--- config.mk ---
export PLATFORM = sky130hd
export DESIGN_NAME = axi4_b_resp_merger
export DESIGN_NICKNAME = d
export VERILOG_FILES = /design/src/rtl/axi_rab_pkg.sv /design/src/rtl/axi4_drop_fifo.sv /design/src/rtl/axi4_b_resp_merger.sv
export SDC_FILE = /design/constraint.sdc
export NUM_CORES = 1
export LEC_CHECK = 0
export ABC_AREA = 0
export CORE_UTILIZATION = 35
export CTS_CLUSTER_DIAMETER = 200
export DETAILED_ROUTE_END_ITERATION = 7
export PLACE_DENSITY = 0.6
export SLEW_MARGIN = 20
export SYNTH_ARGS = -nofsm -noshare
export SYNTH_HDL_FRONTEND = slang
export SYNTH_SLANG_ARGS = --single-unit
--- constraint.sdc ---
create_clock -name axi4_aclk -period 6.25 [get_ports axi4_aclk]
set_clock_uncertainty 0.1 [all_clocks]
set_input_delay 0.625 -clock axi4_aclk [delete_from_list [all_inputs] [get_ports axi4_aclk]]
set_output_delay 0.625 -clock axi4_aclk [all_outputs]
set_load 0.005 [all_outputs]
--- src/rtl/axi_rab_pkg.sv ---
// Shared RAB definitions: AXI response codes, B-merge FSM state encoding and
// arbiter grant encoding.
package axi_rab_pkg;

  localparam logic [1:0] AXI_RESP_OKAY   = 2'b00;
  localparam logic [1:0] AXI_RESP_EXOKAY = 2'b01;
  localparam logic [1:0] AXI_RESP_SLVERR = 2'b10;
  localparam logic [1:0] AXI_RESP_DECERR = 2'b11;

  typedef enum logic [1:0] {
    B_MERGE_IDLE     = 2'd0,
    B_MERGE_LOCK_INJ = 2'd1,
    B_MERGE_LOCK_FWD = 2'd2
  } b_merge_state_t;

  // Plain-vector aliases of the enum for legacy code that carries state as logic
  localparam logic [1:0] ST_IDLE     = B_MERGE_IDLE;
  localparam logic [1:0] ST_LOCK_INJ = B_MERGE_LOCK_INJ;
  localparam logic [1:0] ST_LOCK_FWD = B_MERGE_LOCK_FWD;

  localparam logic GRANT_FWD = 1'b0;
  localparam logic GRANT_INJ = 1'b1;

endpackage

--- src/rtl/axi4_drop_fifo.sv ---
// In-order queue of dropped write transactions; pointer based, DEPTH must be a
// power of two so the pointers wrap naturally.
module axi4_drop_fifo #(
  parameter int DATA_WIDTH = 11,
  parameter int DEPTH      = 4
) (
  input  logic                       clk,
  input  logic                       arstn,
  input  logic                       push,
  input  logic [DATA_WIDTH-1:0]      push_data,
  input  logic                       pop,
  output logic [DATA_WIDTH-1:0]      head_data,
  output logic [$clog2(DEPTH+1)-1:0] count,
  output logic                       full,
  output logic                       empty
);

  localparam int PW = $clog2(DEPTH);
  localparam int CW = $clog2(DEPTH+1);

  logic [DATA_WIDTH-1:0] mem_q [DEPTH];
  logic [PW-1:0]         wr_ptr_q, wr_ptr_d;
  logic [PW-1:0]         rd_ptr_q, rd_ptr_d;
  logic [CW-1:0]         count_q, count_d;
  logic                  do_push, do_pop;

  assign full      = (count_q == CW'(DEPTH));
  assign empty     = (count_q == '0);
  assign count     = count_q;
  assign head_data = mem_q[rd_ptr_q];
  assign do_push   = push && !full;
  assign do_pop    = pop && !empty;

  always_comb begin
    wr_ptr_d = wr_ptr_q;
    rd_ptr_d = rd_ptr_q;
    count_d  = count_q;
    if (do_push) wr_ptr_d = wr_ptr_q + PW'(1);
    if (do_pop)  rd_ptr_d = rd_ptr_q + PW'(1);
    if (do_push && !do_pop)      count_d = count_q + CW'(1);
    else if (!do_push && do_pop) count_d = count_q - CW'(1);
  end

  always_ff @(posedge clk or negedge arstn) begin
    if (!arstn) begin
      wr_ptr_q <= '0;
      rd_ptr_q <= '0;
      count_q  <= '0;
    end else begin
      wr_ptr_q <= wr_ptr_d;
      rd_ptr_q <= rd_ptr_d;
      count_q  <= count_d;
    end
  end

  // Payload storage carries no reset; validity is tracked by count_q alone
  always_ff @(posedge clk) begin
    if (do_push) mem_q[wr_ptr_q] <= push_data;
  end

endmodule

--- src/rtl/axi4_b_resp_merger.sv ---
// Merges forwarded master-port B responses with locally injected responses for
// dropped writes. Define AXI4_B_RESP_FAIR_ARB_EN for alternating arbitration.
module axi4_b_resp_merger
  import axi_rab_pkg::*;
#(
  parameter int         AXI_ID_WIDTH   = 10,
  parameter int         AXI_USER_WIDTH = 4,
  parameter int         DROP_DEPTH     = 4,
  parameter logic [1:0] ERR_RESP       = AXI_RESP_SLVERR
) (
  input  logic                            axi4_aclk,
  input  logic                            axi4_arstn,
  input  logic [AXI_ID_WIDTH-1:0]         trans_id,
  input  logic                            trans_prefetch,
  input  logic                            trans_drop,
  output logic                            trans_ready,
  input  logic                            wlast_drop,
  output logic [AXI_ID_WIDTH-1:0]         s_axi4_bid,
  output logic [1:0]                      s_axi4_bresp,
  output logic [AXI_USER_WIDTH-1:0]       s_axi4_buser,
  output logic                            s_axi4_bvalid,
  input  logic                            s_axi4_bready,
  input  logic [AXI_ID_WIDTH-1:0]         m_axi4_bid,
  input  logic [1:0]                      m_axi4_bresp,
  input  logic [AXI_USER_WIDTH-1:0]       m_axi4_buser,
  input  logic                            m_axi4_bvalid,
  output logic                            m_axi4_bready,
  output logic [$clog2(DROP_DEPTH+1)-1:0] drop_count,
  output logic                            response_sent,
  output logic                            credit_err
);

  localparam int CW = $clog2(DROP_DEPTH+1);

  logic [1:0]            state_q, state_d;
  logic [CW-1:0]         credits_q, credits_d;
  logic                  credit_err_q, credit_err_d;
  logic [AXI_ID_WIDTH:0] head_data;
  logic                  fifo_full, fifo_empty;
  logic                  inject_ok, favour_inj, grant_inj;
  logic                  inj_hs, wlast_ok;

  axi4_drop_fifo #(
    .DATA_WIDTH(AXI_ID_WIDTH + 1),
    .DEPTH     (DROP_DEPTH)
  ) u_drop_fifo (
    .clk      (axi4_aclk),
    .arstn    (axi4_arstn),
    .push     (trans_drop),
    .push_data({trans_prefetch, trans_id}),
    .pop      (inj_hs),
    .head_data(head_data),
    .count    (drop_count),
    .full     (fifo_full),
    .empty    (fifo_empty)
  );

  assign trans_ready = !fifo_full;
  assign inject_ok   = !fifo_empty && (credits_q != '0);
  assign inj_hs      = grant_inj && s_axi4_bready;
  assign wlast_ok    = wlast_drop && (credits_q != drop_count);

`ifdef AXI4_B_RESP_FAIR_ARB_EN
  logic last_grant_q, last_grant_d;
  logic fwd_hs;

  assign fwd_hs     = !grant_inj && m_axi4_bvalid && s_axi4_bready;
  assign favour_inj = (last_grant_q == GRANT_FWD);

  always_comb begin
    last_grant_d = last_grant_q;
    if (inj_hs)      last_grant_d = GRANT_INJ;
    else if (fwd_hs) last_grant_d = GRANT_FWD;
  end

  always_ff @(posedge axi4_aclk or negedge axi4_arstn) begin
    if (!axi4_arstn) last_grant_q <= GRANT_FWD;
    else             last_grant_q <= last_grant_d;
  end
`else
  assign favour_inj = 1'b1;
`endif

  // Grant is combinational in IDLE and pinned while a presented beat is unaccepted
  always_comb begin
    state_d   = state_q;
    grant_inj = 1'b0;
    case (state_q)
      ST_IDLE: begin
        grant_inj = inject_ok && (favour_inj || !m_axi4_bvalid);
        if (grant_inj && !s_axi4_bready)
          state_d = ST_LOCK_INJ;
        else if (!grant_inj && m_axi4_bvalid && !s_axi4_bready)
          state_d = ST_LOCK_FWD;
      end
      ST_LOCK_INJ: begin
        grant_inj = 1'b1;
        if (s_axi4_bready) state_d = ST_IDLE;
      end
      ST_LOCK_FWD: begin
        if (m_axi4_bvalid && s_axi4_bready) state_d = ST_IDLE;
      end
      default: state_d = ST_IDLE;
    endcase
  end

  assign s_axi4_bvalid = grant_inj ? 1'b1 : m_axi4_bvalid;
  assign s_axi4_bid    = grant_inj ? head_data[AXI_ID_WIDTH-1:0] : m_axi4_bid;
  assign s_axi4_bresp  = grant_inj ? (head_data[AXI_ID_WIDTH] ? AXI_RESP_OKAY : ERR_RESP)
                                   : m_axi4_bresp;
  assign s_axi4_buser  = grant_inj ? '0 : m_axi4_buser;
  assign m_axi4_bready = grant_inj ? 1'b0 : s_axi4_bready;
  assign response_sent = inj_hs;
  assign credit_err    = credit_err_q;

  always_comb begin
    credits_d    = credits_q;
    credit_err_d = credit_err_q;
    if (wlast_ok && !inj_hs)      credits_d = credits_q + CW'(1);
    else if (!wlast_ok && inj_hs) credits_d = credits_q - CW'(1);
    // More credits than queued bursts would let an injection outrun its W data
    if (wlast_drop && !wlast_ok)  credit_err_d = 1'b1;
  end

  always_ff @(posedge axi4_aclk or negedge axi4_arstn) begin
    if (!axi4_arstn) begin
      state_q      <= ST_IDLE;
      credits_q    <= '0;
      credit_err_q <= 1'b0;
    end else begin
      state_q      <= state_d;
      credits_q    <= credits_d;
      credit_err_q <= credit_err_d;
    end
  end

endmodule

==> impl_metrics.csv <==
group,metric,value,unit
outcome,status,"finished, final reports clean",
finish,drive_gt1_share,24.06,%
critical_path,cp_slowest_stage_delay,0.68,ns
drt,drt_iter0_markers,57,
critical_path,path_cells,"nor4_4, nor3_4, mux2_2, clkdlybuf4s50_1",
clocking,hold_buffers,0,
hold_path,min-delay-start,"credit_err",
clocking,cts.sinks,57,
floorplan,ios,57,
drt,drtPass1Iterations,4,
pwr,power.density,499.5,nW/um2
sta,fin_crit,3.253,ns
critical_path,timing.reg2reg.setup_slack,3.78,ns
drt,post_drt_via_cell_ratio,4.705,
sta,worstMarginPinSlew,0.8066,ns
sta,fin_setup_tns,0,ns
place,post-place-cells,292,
yosys,synth.cell_area,2580,um2
critical_path,reg2reg_depth,6,
finish,final_common_cell,"clkdlybuf4s50_1",
drt,wirelength,5051,um
floorplan,dieArea,7719,um2
clocking,cts_root_buf,"clkbuf_8",
yosys,yosysWarnings,0,
clocking,htree_levels,3,
hold_path,min_path_type,"flop to flop",
critical_path,worst-path-max-fanout,18,
critical_path,crit_arrival,2.53,ns
hold_path,holdPathStages,1,
critical_path,rr_startpoint,"u_drop_fifo.count[0]",
sta,max_freq,0.3074,GHz
finish,antenna_cells,0,
finish,final_cell_mix,"56 x clkdlybuf4s50_1, 44 x edfxtp_1, 13 x dfrtp_1, 11 x mux4_2, 11 x mux2_2",
yosys,synthCells,144,
clocking,clockBufferDepth,2,
sta,relSlewSlack,46.05,%
floorplan,num_rows,30,
finish,nNetsFinal,248,
drt,final_antenna_net_count,0,
critical_path,cp-end-kind,"output port",
critical_path,critical_path_class,"flop to output port",
finish,finalInstanceArea,3428,um2
place,portBuffers,56,
finish,fillerInstances,598,
sta,period_share,52.05,%
global_route,antenna_found_initial,0,
floorplan,die_w,87.86,um
place,globalplace.congestion,0.7687,
clocking,clk_latency,0.33,ns
sta,maxSlewViolCount,0,
clocking,cts_tree,"built",
place,pre_cts_ws,3.230,ns
pwr,ir_drop,0.1463,mV
finish,syn2layout_area_growth,32.88,%
floorplan,initial_core_util,37.15,%
global_route,grt_max_degree,19,
critical_path,start_kind,"flop",
clocking,cts_made_buffers,9,
global_route,grt_pass1_vias,1568,
critical_path,cpMaxStageDelayCell,"nor3_4",
clocking,cts-resized-gates,0,
yosys,ys_seq_elements,57,
drt,wire_per_inst,16.40,um
global_route,overflow,0,
floorplan,die_y,87.86,um
clocking,clk_pin_slew,0.07,ns
yosys,synth_nets,185,
hold_path,holdPathEnd,"credit_err",
sta,rsz0062_at_grt,"false",
sta,hold_viol,0,
global_route,grt_pass1_wl,7997,um
floorplan,core-area,6944,um2
critical_path,r2r_end,"u_drop_fifo.count[1]",
job,maxCapViolCount,0,
place,placed_area,3233,um2
yosys,ys_seq_area_share,63.82,%
clocking,cts_setup_buffers,0,
critical_path,cp_data_required_time,5.52,ns
finish,final_cells,308,
pwr,p_leak,1.233,nW
yosys,avgSynthCellArea,17.92,um2
global_route,globalRouteTotalUtil,14.72,%
place,hpwl,3553,um
drt,drc,0,
sta,setup_viol,0,
yosys,synth.distinct_cells,32,
drt,via_count,1449,
sta,setup_ws,2.997,ns
synthesized netlist by cell type:
| cell type | number | share of area, % |
|---|---|---|
| a21boi_2 | 1 | 0.44 |
| a21o_1 | 1 | 0.29 |
| a221oi_1 | 1 | 0.34 |
| and2_1 | 4 | 0.97 |
| and2b_2 | 6 | 2.0 |
| buf_2 | 1 | 0.19 |
| buf_4 | 1 | 0.29 |
| buf_6 | 1 | 0.44 |
| clkbuf_1 | 1 | 0.15 |
| dfrtp_1 | 13 | 13 |
| edfxtp_1 | 44 | 51 |
| fa_1 | 2 | 1.6 |
| ha_1 | 6 | 2.9 |
| inv_1 | 7 | 1.0 |
| mux2_2 | 11 | 4.8 |
| mux2_4 | 2 | 1.2 |
| mux2i_1 | 1 | 0.39 |
| mux4_2 | 11 | 9.6 |
| nand2_1 | 1 | 0.15 |
| nand2b_1 | 1 | 0.24 |
| nor2_1 | 3 | 0.44 |
| nor2b_1 | 1 | 0.24 |
| nor3_1 | 3 | 0.58 |
| nor3_4 | 1 | 0.63 |
| nor4_1 | 1 | 0.24 |
| nor4_4 | 2 | 1.6 |
| nor4b_1 | 1 | 0.34 |
| o21ai_0 | 1 | 0.19 |
| or2_1 | 1 | 0.24 |
| or3_2 | 2 | 0.58 |
| xnor2_1 | 4 | 1.4 |
| xor2_1 | 8 | 2.7 |
state kept, by name, indices dropped and copies added (netlist names):
register and count:
credits_q 3, u_drop_fifo.wr_ptr_q 2, u_drop_fifo.mem_q 44, credit_err 1, u_drop_fifo.rd_ptr_q 2, u_drop_fifo.count 3, state_q 2
worst max-delay path by stage:
stage | from | end | slack [ns] | cells past startpoint
after CTS | credits_q[0] | s_axi4_bid[9] | 2.92 | 4
after detailed placement | s_axi4_bready | u_drop_fifo.count[1] | 3.23 | 7
final | credits_q[0] | s_axi4_bid[9] | 3.00 | 4
after global routing | credits_q[0] | s_axi4_bid[9] | 2.84 | 4
after floorplan | s_axi4_bready | u_drop_fifo.count[1] | 3.98 | 6
after global placement | u_drop_fifo.rd_ptr_q[0] | s_axi4_bid[1] | 3.29 | 3
worst max-delay path, delay by kind of cell, from the launching register on:
| kind | cells | cell delay [ns] |
|---|---|---|
| buf+inv | 1 | 0.45 |
| simple gates | 2 | 0.80 |
| mux | 1 | 0.42 |
| flops | 1 | 0.52 |
per-layer routing:
metal  global-route usage (%)  routed length [um]  share of wire, %
met1                    16.79                2166                43
met2                    25.23                2593                51
met3                    3.582                 171               3.4
met4                    8.495                 120               2.4
met5                        0                   0                 0
area by class of cell:
cell class | instances | area, um2 | area share, %
clock buffers | 9 | 123.9 | 3.613
clock inverters | 7 | 71.32 | 2.080
inverters | 7 | 26.28 | 0.7664
multi-input cells | 76 | 879.6 | 25.66
flip-flops and latches | 57 | 1647 | 48.03
well taps | 96 | 120.1 | 3.504
repair buffers | 56 | 560.5 | 16.35
report_power, final:
part / internal, mW / total (mW) / switching, mW
Clock: 0.183 / 0.334 / 0.151
Sequential: 0.518 / 0.643 / 0.125
Combinational: 0.471 / 0.736 / 0.264
Total: 1.17 / 1.71 / 0.540
logic make-up after synthesis:
kind of cell	Yosys count	share of synthesized area, %
flip-flops	57	63.82
AO/OA/AOI/OAI	4	1.261
buffers and inverters	11	2.085
XOR/XNOR	12	4.074
AND/OR/NAND/NOR	27	8.342
adder cells (fa/ha/maj)	8	4.462
multiplexers	25	15.96
per-stage QoR:
stage	power (mW)	hold WS [ns]	util (%)
global placement	1.372	0.3371	46.56
detailed placement	1.407	0.3540	46.56
finish	1.713	0.3722	49.37
global route	1.827	0.3918	49.37
CTS	1.742	0.3726	49.37
floorplan	1.076	0.2294	-
(Power assumes the default switching activity.)
